### config.mk
export PLATFORM = sky130hd
export DESIGN_NAME = mem_port_arbiter
export DESIGN_NICKNAME = d
export VERILOG_FILES = /design/src/rtl/mem_arb_pkg.sv /design/src/rtl/mem_port_arbiter.sv
export SDC_FILE = /design/constraint.sdc
export NUM_CORES = 1
export LEC_CHECK = 0
export BUFFER_PORTS_ARGS = -buffer_cell sky130_fd_sc_hd__buf_4
export CAP_MARGIN = 30
export CORE_AREA = 2 2 97 99
export DETAILED_ROUTE_END_ITERATION = 16
export DIE_AREA = 0 0 99 101
export HOLD_SLACK_MARGIN = 0.12
export PLACE_DENSITY = 0.68
export SLEW_MARGIN = 40
export SYNTH_ARGS = -nofsm -noshare
export SYNTH_HDL_FRONTEND = slang
export SYNTH_SLANG_ARGS = --single-unit
### constraint.sdc
create_clock -name clk_50M -period 4.27 [get_ports clk_50M]
set_input_delay 0.427 -clock clk_50M [delete_from_list [all_inputs] [get_ports clk_50M]]
set_output_delay 0.427 -clock clk_50M [all_outputs]
set_load 0.01 [all_outputs]
### src/rtl/mem_arb_pkg.sv
// Shared definitions for the fetch/data RAM port arbiter.
// Holds the state encoding and the default RAM geometry.
package mem_arb_pkg;

  localparam int unsigned DEF_ADDR_W = 16;
  localparam int unsigned DEF_DATA_W = 32;
  localparam int unsigned BYTE_ADDR_W = 32;

  typedef enum logic [2:0] {
    IDLE  = 3'd0,
    GNT_I = 3'd1,
    GNT_D = 3'd2,
    RSP_I = 3'd3,
    RSP_D = 3'd4
  } arb_state_t;

endpackage

### src/rtl/mem_port_arbiter.sv
// Shares one single-port RAM (sync write, async read) between instruction
// fetch and data access, with a bounded run of data grants while fetch waits.
module mem_port_arbiter
  import mem_arb_pkg::*;
#(
  parameter int unsigned ADDR_W    = DEF_ADDR_W,
  parameter int unsigned DATA_W    = DEF_DATA_W,
  parameter int unsigned MAX_D_RUN = 4
) (
  input  logic                   clk_50M,
  input  logic                   reset_btn,
  input  logic                   i_req,
  input  logic [BYTE_ADDR_W-1:0] i_addr,
  output logic                   i_ack,
  output logic [DATA_W-1:0]      i_rdata,
  input  logic                   d_req,
  input  logic                   d_wen,
  input  logic [BYTE_ADDR_W-1:0] d_addr,
  input  logic [DATA_W-1:0]      d_wdata,
  output logic                   d_ack,
  output logic [DATA_W-1:0]      d_rdata,
  output logic                   ram_we,
  output logic [ADDR_W-1:0]      ram_a,
  output logic [DATA_W-1:0]      ram_d,
  input  logic [DATA_W-1:0]      ram_spo
);

  localparam int unsigned RUN_W = $clog2(MAX_D_RUN + 1);
  localparam logic [RUN_W-1:0] RUN_LIMIT = RUN_W'(MAX_D_RUN);
  localparam logic [RUN_W-1:0] RUN_SAT   = '1;

  arb_state_t       state;
  logic [RUN_W-1:0] run;
  logic             arb_slot;
  logic             pick_d;
  logic             pick_i;
  logic             unused_addr_bits;

  // Arbitration is only live in IDLE and the response states; data wins
  // unless fetch is waiting and data has already used up its run.
  always_comb begin
    arb_slot = (state == IDLE) || (state == RSP_I) || (state == RSP_D);
    pick_d   = arb_slot && d_req && (!i_req || (run < RUN_LIMIT));
    pick_i   = arb_slot && i_req && !pick_d;
  end

  always_ff @(posedge clk_50M) begin
    if (reset_btn) begin
      state   <= IDLE;
      run     <= '0;
      i_ack   <= 1'b0;
      d_ack   <= 1'b0;
      i_rdata <= '0;
      d_rdata <= '0;
    end else begin
      i_ack <= 1'b0;
      d_ack <= 1'b0;

      unique case (state)
        GNT_I: begin
          state   <= RSP_I;
          i_ack   <= 1'b1;
          i_rdata <= ram_spo;
        end
        GNT_D: begin
          state <= RSP_D;
          d_ack <= 1'b1;
          if (!d_wen) begin
            d_rdata <= ram_spo;
          end
        end
        default: begin
          if (pick_d) begin
            state <= GNT_D;
          end else if (pick_i) begin
            state <= GNT_I;
          end else begin
            state <= IDLE;
          end
        end
      endcase

      // Run length of data grants taken while fetch is pending.
      if (arb_slot) begin
        if (!i_req) begin
          run <= '0;
        end else if (pick_d) begin
          if (run != RUN_SAT) begin
            run <= run + RUN_W'(1);
          end
        end else begin
          run <= '0;
        end
      end
    end
  end

  // RAM port follows the grant state directly so the async read settles
  // within the grant cycle; a write is suppressed whenever reset is high.
  always_comb begin
    ram_we = 1'b0;
    ram_a  = '0;
    ram_d  = '0;
    if (state == GNT_I) begin
      ram_a = i_addr[ADDR_W+1:2];
    end else if (state == GNT_D) begin
      ram_a  = d_addr[ADDR_W+1:2];
      ram_d  = d_wdata;
      ram_we = d_wen && !reset_btn;
    end
  end

  // Byte-offset and aliased upper address bits are intentionally dropped.
  assign unused_addr_bits = ^{i_addr[1:0], d_addr[1:0],
                              i_addr[BYTE_ADDR_W-1:ADDR_W+2],
                              d_addr[BYTE_ADDR_W-1:ADDR_W+2]};

  a_single_ack : assert property (@(posedge clk_50M) disable iff (reset_btn)
    !(i_ack && d_ack));

endmodule

== Word-level counts from Yosys, hierarchy flattened ==
Cells that the tools add are included.

* Multiply operators: 0
* Add/sub/neg operators: 1
* Equality and inequality tests: 6
* Multiplexer cells: 14
* Divide/modulo/power cells: 0
* Shift operators: 0
* Magnitude comparators: 1
* Reduce and logical (&&, ||, !) cells: 14
* Bitwise operators: 1

{| class="wikitable"
|+ Operator list
! cell !! count
|-
| $mux 32 || 2
|-
| $mux 16 || 2
|-
| $mux 3 || 3
|-
| $eq 3x2->1 const B || 2
|-
| $pmux 3 s2 || 1
|-
| $logic_and 1x1->1 || 5
|-
| $mux 1 || 5
|-
| $reduce_and 2->1 || 2
|-
| $add 3x1->3 const B || 1
|-
| $eq 3x1->1 const B || 1
|-
| $eq 3x3->1 const B || 1
|-
| $logic_not 1->1 || 3
|-
| $logic_not 3->1 || 1
|-
| $logic_or 1x1->1 || 3
|-
| $lt 3x3->1 const B || 1
|-
| $ne 3x2->1 const B || 1
|-
| $ne 3x3->1 const B || 1
|-
| $mux 2 || 1
|-
| $not 1->1 || 1
|}

* RAM bits: 0
* Latch bits: 0
* Bits in registers: 72
* Memories kept: 0
* Bits in read-only memories: 0

== Depth between registers and ports, before layout ==
Gate-level depths: netlist of run 1.

* Word-level depth: 10
* Gate-level depth with buffers: 5
* Depth with buffers taken out: 5

== Worst setup path before layout of run 1 ==
No wires, ideal clock.

* Kind: register to output
* Start point: reg state[1]
* End point: out ram_d[21]
* Cell stages (with the launch flop): 5
* Path slack: 2,656 ps
* Arrival: 1,187 ps
* Cells stage by stage: dfxtp_1 nor3b_2 buf_2 clkbuf_2 and2_1

* Longest elaborated chain between the ends: 3

{| class="wikitable"
|+ Ends and longest elaborated chain
! element !! RTL line !! RTL
|-
| start, declared || mem_port_arbiter.sv:32 || <nowiki>arb_state_t state;</nowiki>
|-
| start signal, assigned || mem_port_arbiter.sv:49 || <nowiki>state <= IDLE;</nowiki>
|-
| start signal, assigned || mem_port_arbiter.sv:61 || <nowiki>state <= RSP_I;</nowiki>
|-
| start signal, assigned || mem_port_arbiter.sv:66 || <nowiki>state <= RSP_D;</nowiki>
|-
| $eq 3x2->1 || mem_port_arbiter.sv:106 || <nowiki>end else if (state == GNT_D) begin</nowiki>
|-
| $mux 32 || mem_port_arbiter.sv:106 ||
|-
| $mux 32 * || mem_port_arbiter.sv:104 || <nowiki>if (state == GNT_I) begin</nowiki>
|-
| end, declared || mem_port_arbiter.sv:24 || <nowiki>output logic [DATA_W-1:0] ram_d,</nowiki>
|}

Mark *: on every way between the ends. The rest lies on a longest branch, timed or not.

== Worst setup path after layout of run 1 ==
* Start point: reg state[1]
* End point: out ram_we

* Longest elaborated chain between the ends: 3

{| class="wikitable"
|+ Ends and longest elaborated chain
! element !! RTL line !! RTL
|-
| $eq 3x2->1 || mem_port_arbiter.sv:106 ||
|-
| $mux 1 || mem_port_arbiter.sv:106 ||
|-
| $mux 1 * || mem_port_arbiter.sv:104 ||
|-
| end, declared || mem_port_arbiter.sv:22 || <nowiki>output logic ram_we,</nowiki>
|}

Marked as above.

==> results of run 1 <==
[area by class of cell]
class	instances	area [sq um]
fill	876	4080
timing repair buffer	221	1660
sequential	72	1440
multi-input combinational	270	1400
clock buffer	11	141
tap	111	139
clock inverter	5	104
inverter	2	7.51
[worst paths after layout]
kind	startpoint	endpoint	depth (start not counted)
max	state[1]$_SDFF_PP0_	ram_we	5
min	ram_spo[21]	i_rdata[21]$_SDFFE_PP0P_	3
max reg2reg	state[0]$_SDFF_PP0_	d_rdata[18]$_SDFFE_PP0P_	3
min reg2reg	d_rdata[7]$_SDFFE_PP0P_	d_rdata[7]$_SDFFE_PP0P_	2
[metal layers]
layer,vias up,part of all wire,global-route usage
met5,-,0,0
met4,0,0.0079,0.0411
met3,7,0.13,0.125
met2,142,0.47,0.367
met1,1486,0.39,0.237
li1,1633,-,-
[worst register-to-register path, delay by kind of cell (launching register included)]
kind	cells	cell delay, ns
simple gates	2	1.28
flops	1	0.40
compound gates	1	0.08
[placed cells by master (no fill, tap or decap), types with 2 or more instances in the layout]
cell	count
a21oi_1	66
a22o_1	16
and2_1	32
buf_4	220
bufinv_16	3
clkbuf_8	10
dfxtp_1	72
ha_1	2
inv_1	2
nand2_1	129
nand2b_1	3
nor2_1	2
nor2b_1	2
nor3b_4	2
[flip-flops by register name (all words and copies together) (netlist names)]
name     cells
i_ack        1
i_rdata     32
d_ack        1
run          3
d_rdata     32
state        3
[metrics by stage]
stage	area (sq um)	util	hold WS [ns]
final	4890	0.545	0.338
after detailed placement	4650	0.518	0.447
after global placement	4630	0.516	0.444
after floorplan	2970	-	0.456
after CTS	4890	0.545	0.319
after global routing	4890	0.545	0.315
[cells by family (layout without fill, tap and decap cells)]
family / count (synthesis) / count (layout) / share of synthesized area
buffers and inverters: 31 / 239 / 0.0526
adder cells (fa/ha/maj): 2 / 2 / 0.00841
flip-flops: 72 / 72 / 0.485
AND/OR/NAND/NOR: 179 / 179 / 0.280
AO/OA/AOI/OAI: 89 / 89 / 0.175
[power by group through the flow]
| stage | Combinational (mW) | Clock [mW] | Sequential, mW |
|---|---|---|---|
| 2_1_floorplan | 0.131 | 0 | 0.744 |
| 3_3_place_gp | 0.334 | 0 | 0.734 |
| 3_5_place_dp | 0.341 | 0 | 0.735 |
| 4_1_cts | 0.342 | 0.670 | 0.720 |
| 5_1_grt | 0.369 | 0.700 | 0.723 |
| 6_report | 0.340 | 0.652 | 0.719 |
==> metrics.cfg, run 1 <==
[run_status]
status = completed

[die]
placeableCoreArea_sq_um = 8980
die_x_um = 99
start_util = 0.331
die_area_sq_um = 10000
rows = 35
pin_count = 248
chipHeight_um = 101

[setup_path]
reg2reg_slack_ns = 2.35
cp_num_buf_inv = 2
cpPeakStageDelay_ns = 0.71
crit_required_ns = 3.84
arrival_ns = 2.38
cpMostUsedCell = buf_4
crit_type = register to output pin
crit_slowest_cell = nor3b_4
cp_top_family = simple AND/OR/NAND/NOR gates
end_kind = output pin
crit_path_start_kind = register
crit_fanout = 27
path_cells = nor3b_4 -> buf_4 -> nor2b_1 -> and3_1 -> buf_4

[cts]
cts_hold_buf = 0
cts_setup_buffers = 0
clock_path_buffers = 2
cts-htree-levels = 3
cts_buffers = 9
cts_resized = 0
numClockSinks = 72
cts_tree = yes
cts.clk_slew.worst_paths_ns = 0.08
worstSkewPairLatency_ns = 0.34
cts-root-buf = clkbuf_8

[sta]
hold_viol = 0
clock_skew_ns = 0.00837
max-slew-margin-rel = 0.487
setup_ws_ns = 1.47
fin_setup_tns_ns = 0
fin_crit_ns = 2.80
fin_crit_sh = 0.657
worst_pin_slew_ns = 0.770
grt_setup_unrepaired = no
slew_violations = 0
finalSetupViolations = 0
max_freq_ghz = 0.357

[cells_and_area]
area.growth.synth_to_final_pct = 64.5
drive_gt1_frac = 0.415
fin_nets = 711
antenna_cells = 0
final_cells = 692

[power_and_ir_drop]
power_frac_comb = 0.199
power_mw = 1.71
sequentialPowerShare = 0.421
power_switching_mw = 0.428
clockPowerShare = 0.381
p_leak_nw = 2.24
p_int_mw = 1.28
switching_share = 0.250
power.density_nw_per_um2 = 350
ir_worst_vdd_uv = 267

[run]
drv_cap = 0

[drt]
drtPass1Iterations = 4
dr.first_iter.drc_count = 88
via_per_inst = 4.72
vias = 3268
antenna_left = 0
drc_errors = 0
routedWlPerCell_um = 15.9
routed_wl_mm = 11.0

[yosys]
synth_top_flop_cell = dfxtp_1
syn_area_sq_um = 2970
synth_cells = 373
synthDistinctLibCells = 31
syn-num-nets = 508
synth_area_leaders = dfxtp_1 48%, nand2_1 16%, a21oi_1 11%, and2_1 6.7%, a22o_1 4.7%
yosys.area.top_type = dfxtp_1
yosys.area.top_type_share = 0.485
synth-edff-count = 0
yosys_warnings = 0
yosysMostFrequentCell = nand2_1
ys_seq_elements = 72
seq_area_frac_synth = 0.485
async_flop_share = 0
synth.avg_cell_area_sq_um = 7.97
synthTopCellsByCount = 129 x nand2_1, 72 x dfxtp_1, 66 x a21oi_1, 32 x and2_1, 16 x a22o_1

[global_routing]
grt_use_total = 0.216
grt_pass1_vias = 3225
grt_pass1_wl_mm = 16.8
globalRouteOverflowTotal = 0
grt_max_degree = 76
antenna_found_initial = 0

[placed_design]
hpwl_mm = 8.34
preCtsSetupSlack_ns = 1.85
dpl.cell_count = 676
io_buffers = 215
gp_congestion = 0.862

[min_path]
hold_class = input pin to register

Note: power is estimated with default switching activity, not from simulation.
==> run 2, diff against run 1 <==
Settings changed: CORE_AREA 2 2 97 99 to 2 2 96 98, DIE_AREA 0 0 99 101 to 0 0 98 100, PLACE_DENSITY 0.68 to 0.69.
Clock period 4.27 ns to 2.8 ns, I/O delays scaled along.
==> run 2 against run 1 <==
Highest routed layer unchanged. Core utilization increased by 0.55 points. Critical path depth decreased by 2. First-iteration DRC count increased by 32%. Cell count increased by 0.14%. Worst hold slack got worse by 0.16 ns. Clock skew increased by 0.00059 ns.
==> metrics.cfg, run 2 (synthesized netlist as in run 1, its figures left out) <==
[setup_path]
end_kind = output pin
crit_required_ns = 2.52
arrival_ns = 2.03
crit_path_start_kind = register
crit_fanout = 18
crit_type = register to output pin

[cells_and_area]
fin_area_sq_um = 4890
utilization = 0.551
antenna_cells = 0
fillers = 843
mostFrequentLayoutCells = 222 x buf_4, 129 x nand2_1, 72 x dfxtp_1
final_cells = 693
reg_top3 = d_rdata (32), i_rdata (32)
multiInputGateArea_sq_um = 1400
area.growth.synth_to_final_pct = 64.6
seqCellArea_sq_um = 1440
fin_nets = 712
layout_commonest_cell = buf_4
drive_gt1_frac = 0.414

[sta]
clock_skew_ns = 0.00897
max-slew-margin-rel = 0.504
grt_setup_unrepaired = no
worst_pin_slew_ns = 0.743
fin_crit_ns = 2.31
fin_crit_sh = 0.825
slew_violations = 0
whs_ns = 0.179
fin_setup_tns_ns = 0
hold_viol = 0
max_freq_ghz = 0.433
finalSetupViolations = 0
setup_ws_ns = 0.491

[run]
drv_cap = 0

[die]
die_area_sq_um = 9800
rows = 35
placeableCoreArea_sq_um = 8890
pin_count = 248
chipHeight_um = 100
die_x_um = 98
start_util = 0.335

[cts]
numClockSinks = 72
cts_buffers = 9
cts_hold_buf = 0
cts_resized = 0
worstSkewPairLatency_ns = 0.35
cts.clk_slew.worst_paths_ns = 0.08
cts-root-buf = clkbuf_8
clock_path_buffers = 2
cts-htree-levels = 3
cts_setup_buffers = 0
cts_tree = yes

[min_path]
hold_class = input pin to register

[placed_design]
preCtsSetupSlack_ns = 0.848
hpwl_mm = 8.66
dpl.cell_count = 677
gp_congestion = 0.847
placed_area_sq_um = 4650
io_buffers = 215

[power_and_ir_drop]
clockPowerShare = 0.383
sequentialPowerShare = 0.418
power_switching_mw = 0.691
power_frac_comb = 0.199
p_int_mw = 1.94
ir_worst_vdd_uv = 373
power.density_nw_per_um2 = 537
switching_share = 0.263
power_mw = 2.63
p_leak_nw = 2.23

[drt]
dr.first_iter.drc_count = 116
via_per_inst = 4.78
routed_wl_mm = 11.4
antenna_left = 0
drc_errors = 0
drtPass1Iterations = 4
routedWlPerCell_um = 16.5
vias = 3316

[global_routing]
globalRouteOverflowTotal = 0
grt_pass1_vias = 3249
grt_pass1_wl_mm = 17.3
grt_use_total = 0.229
antenna_found_initial = 0
grt_max_degree = 57

[run_status]
status = completed

[run 2: cell type report]
class	instances	area share
Inverter	2	0.00153
Sequential cell	72	0.294
Tap cell	111	0.0284
Timing Repair Buffer	222	0.340
Clock buffer	10	0.0261
Clock inverter	6	0.0235
Multi-Input combinational cell	270	0.286
[run 2: routing by layer]
layer | vias up | GRT usage | wire [um]
li1 | 1633 | - | -
met4 | 0 | 0.0556 | 93
met5 | - | 0 | 0
met1 | 1533 | 0.249 | 4490
met3 | 7 | 0.131 | 1420
met2 | 143 | 0.387 | 5420
[run 2: power groups by stage]
| stage | Sequential (mW) | Clock [mW] | Combinational [mW] |
|---|---|---|---|
| 2_1_floorplan | 1.13 | 0 | 0.200 |
| 3_3_place_gp | 1.12 | 0 | 0.520 |
| 3_5_place_dp | 1.12 | 0 | 0.527 |
| 4_1_cts | 1.10 | 1.03 | 0.530 |
| 5_1_grt | 1.10 | 1.07 | 0.570 |
| 6_report | 1.10 | 1.01 | 0.524 |
[run 2: worst max-delay path: stages, from the launching register on]
cell     delay, ns
dfxtp_1       0.52
nor3b_4       0.70
a22o_1        0.30
buf_4         0.16
[run 2: final timing paths]
path / start / to / slack, ns / depth (start not counted)
worst max-delay path: state[0]$_SDFF_PP0_ / ram_a[6] / 0.49 / 3
worst min-delay path: ram_spo[19] / d_rdata[19]$_SDFFE_PP0P_ / 0.18 / 3
worst max register to register: state[0]$_SDFF_PP0_ / i_rdata[6]$_SDFFE_PP0P_ / 0.87 / 4
worst min register to register: d_rdata[14]$_SDFFE_PP0P_ / d_rdata[14]$_SDFFE_PP0P_ / 0.46 / 2
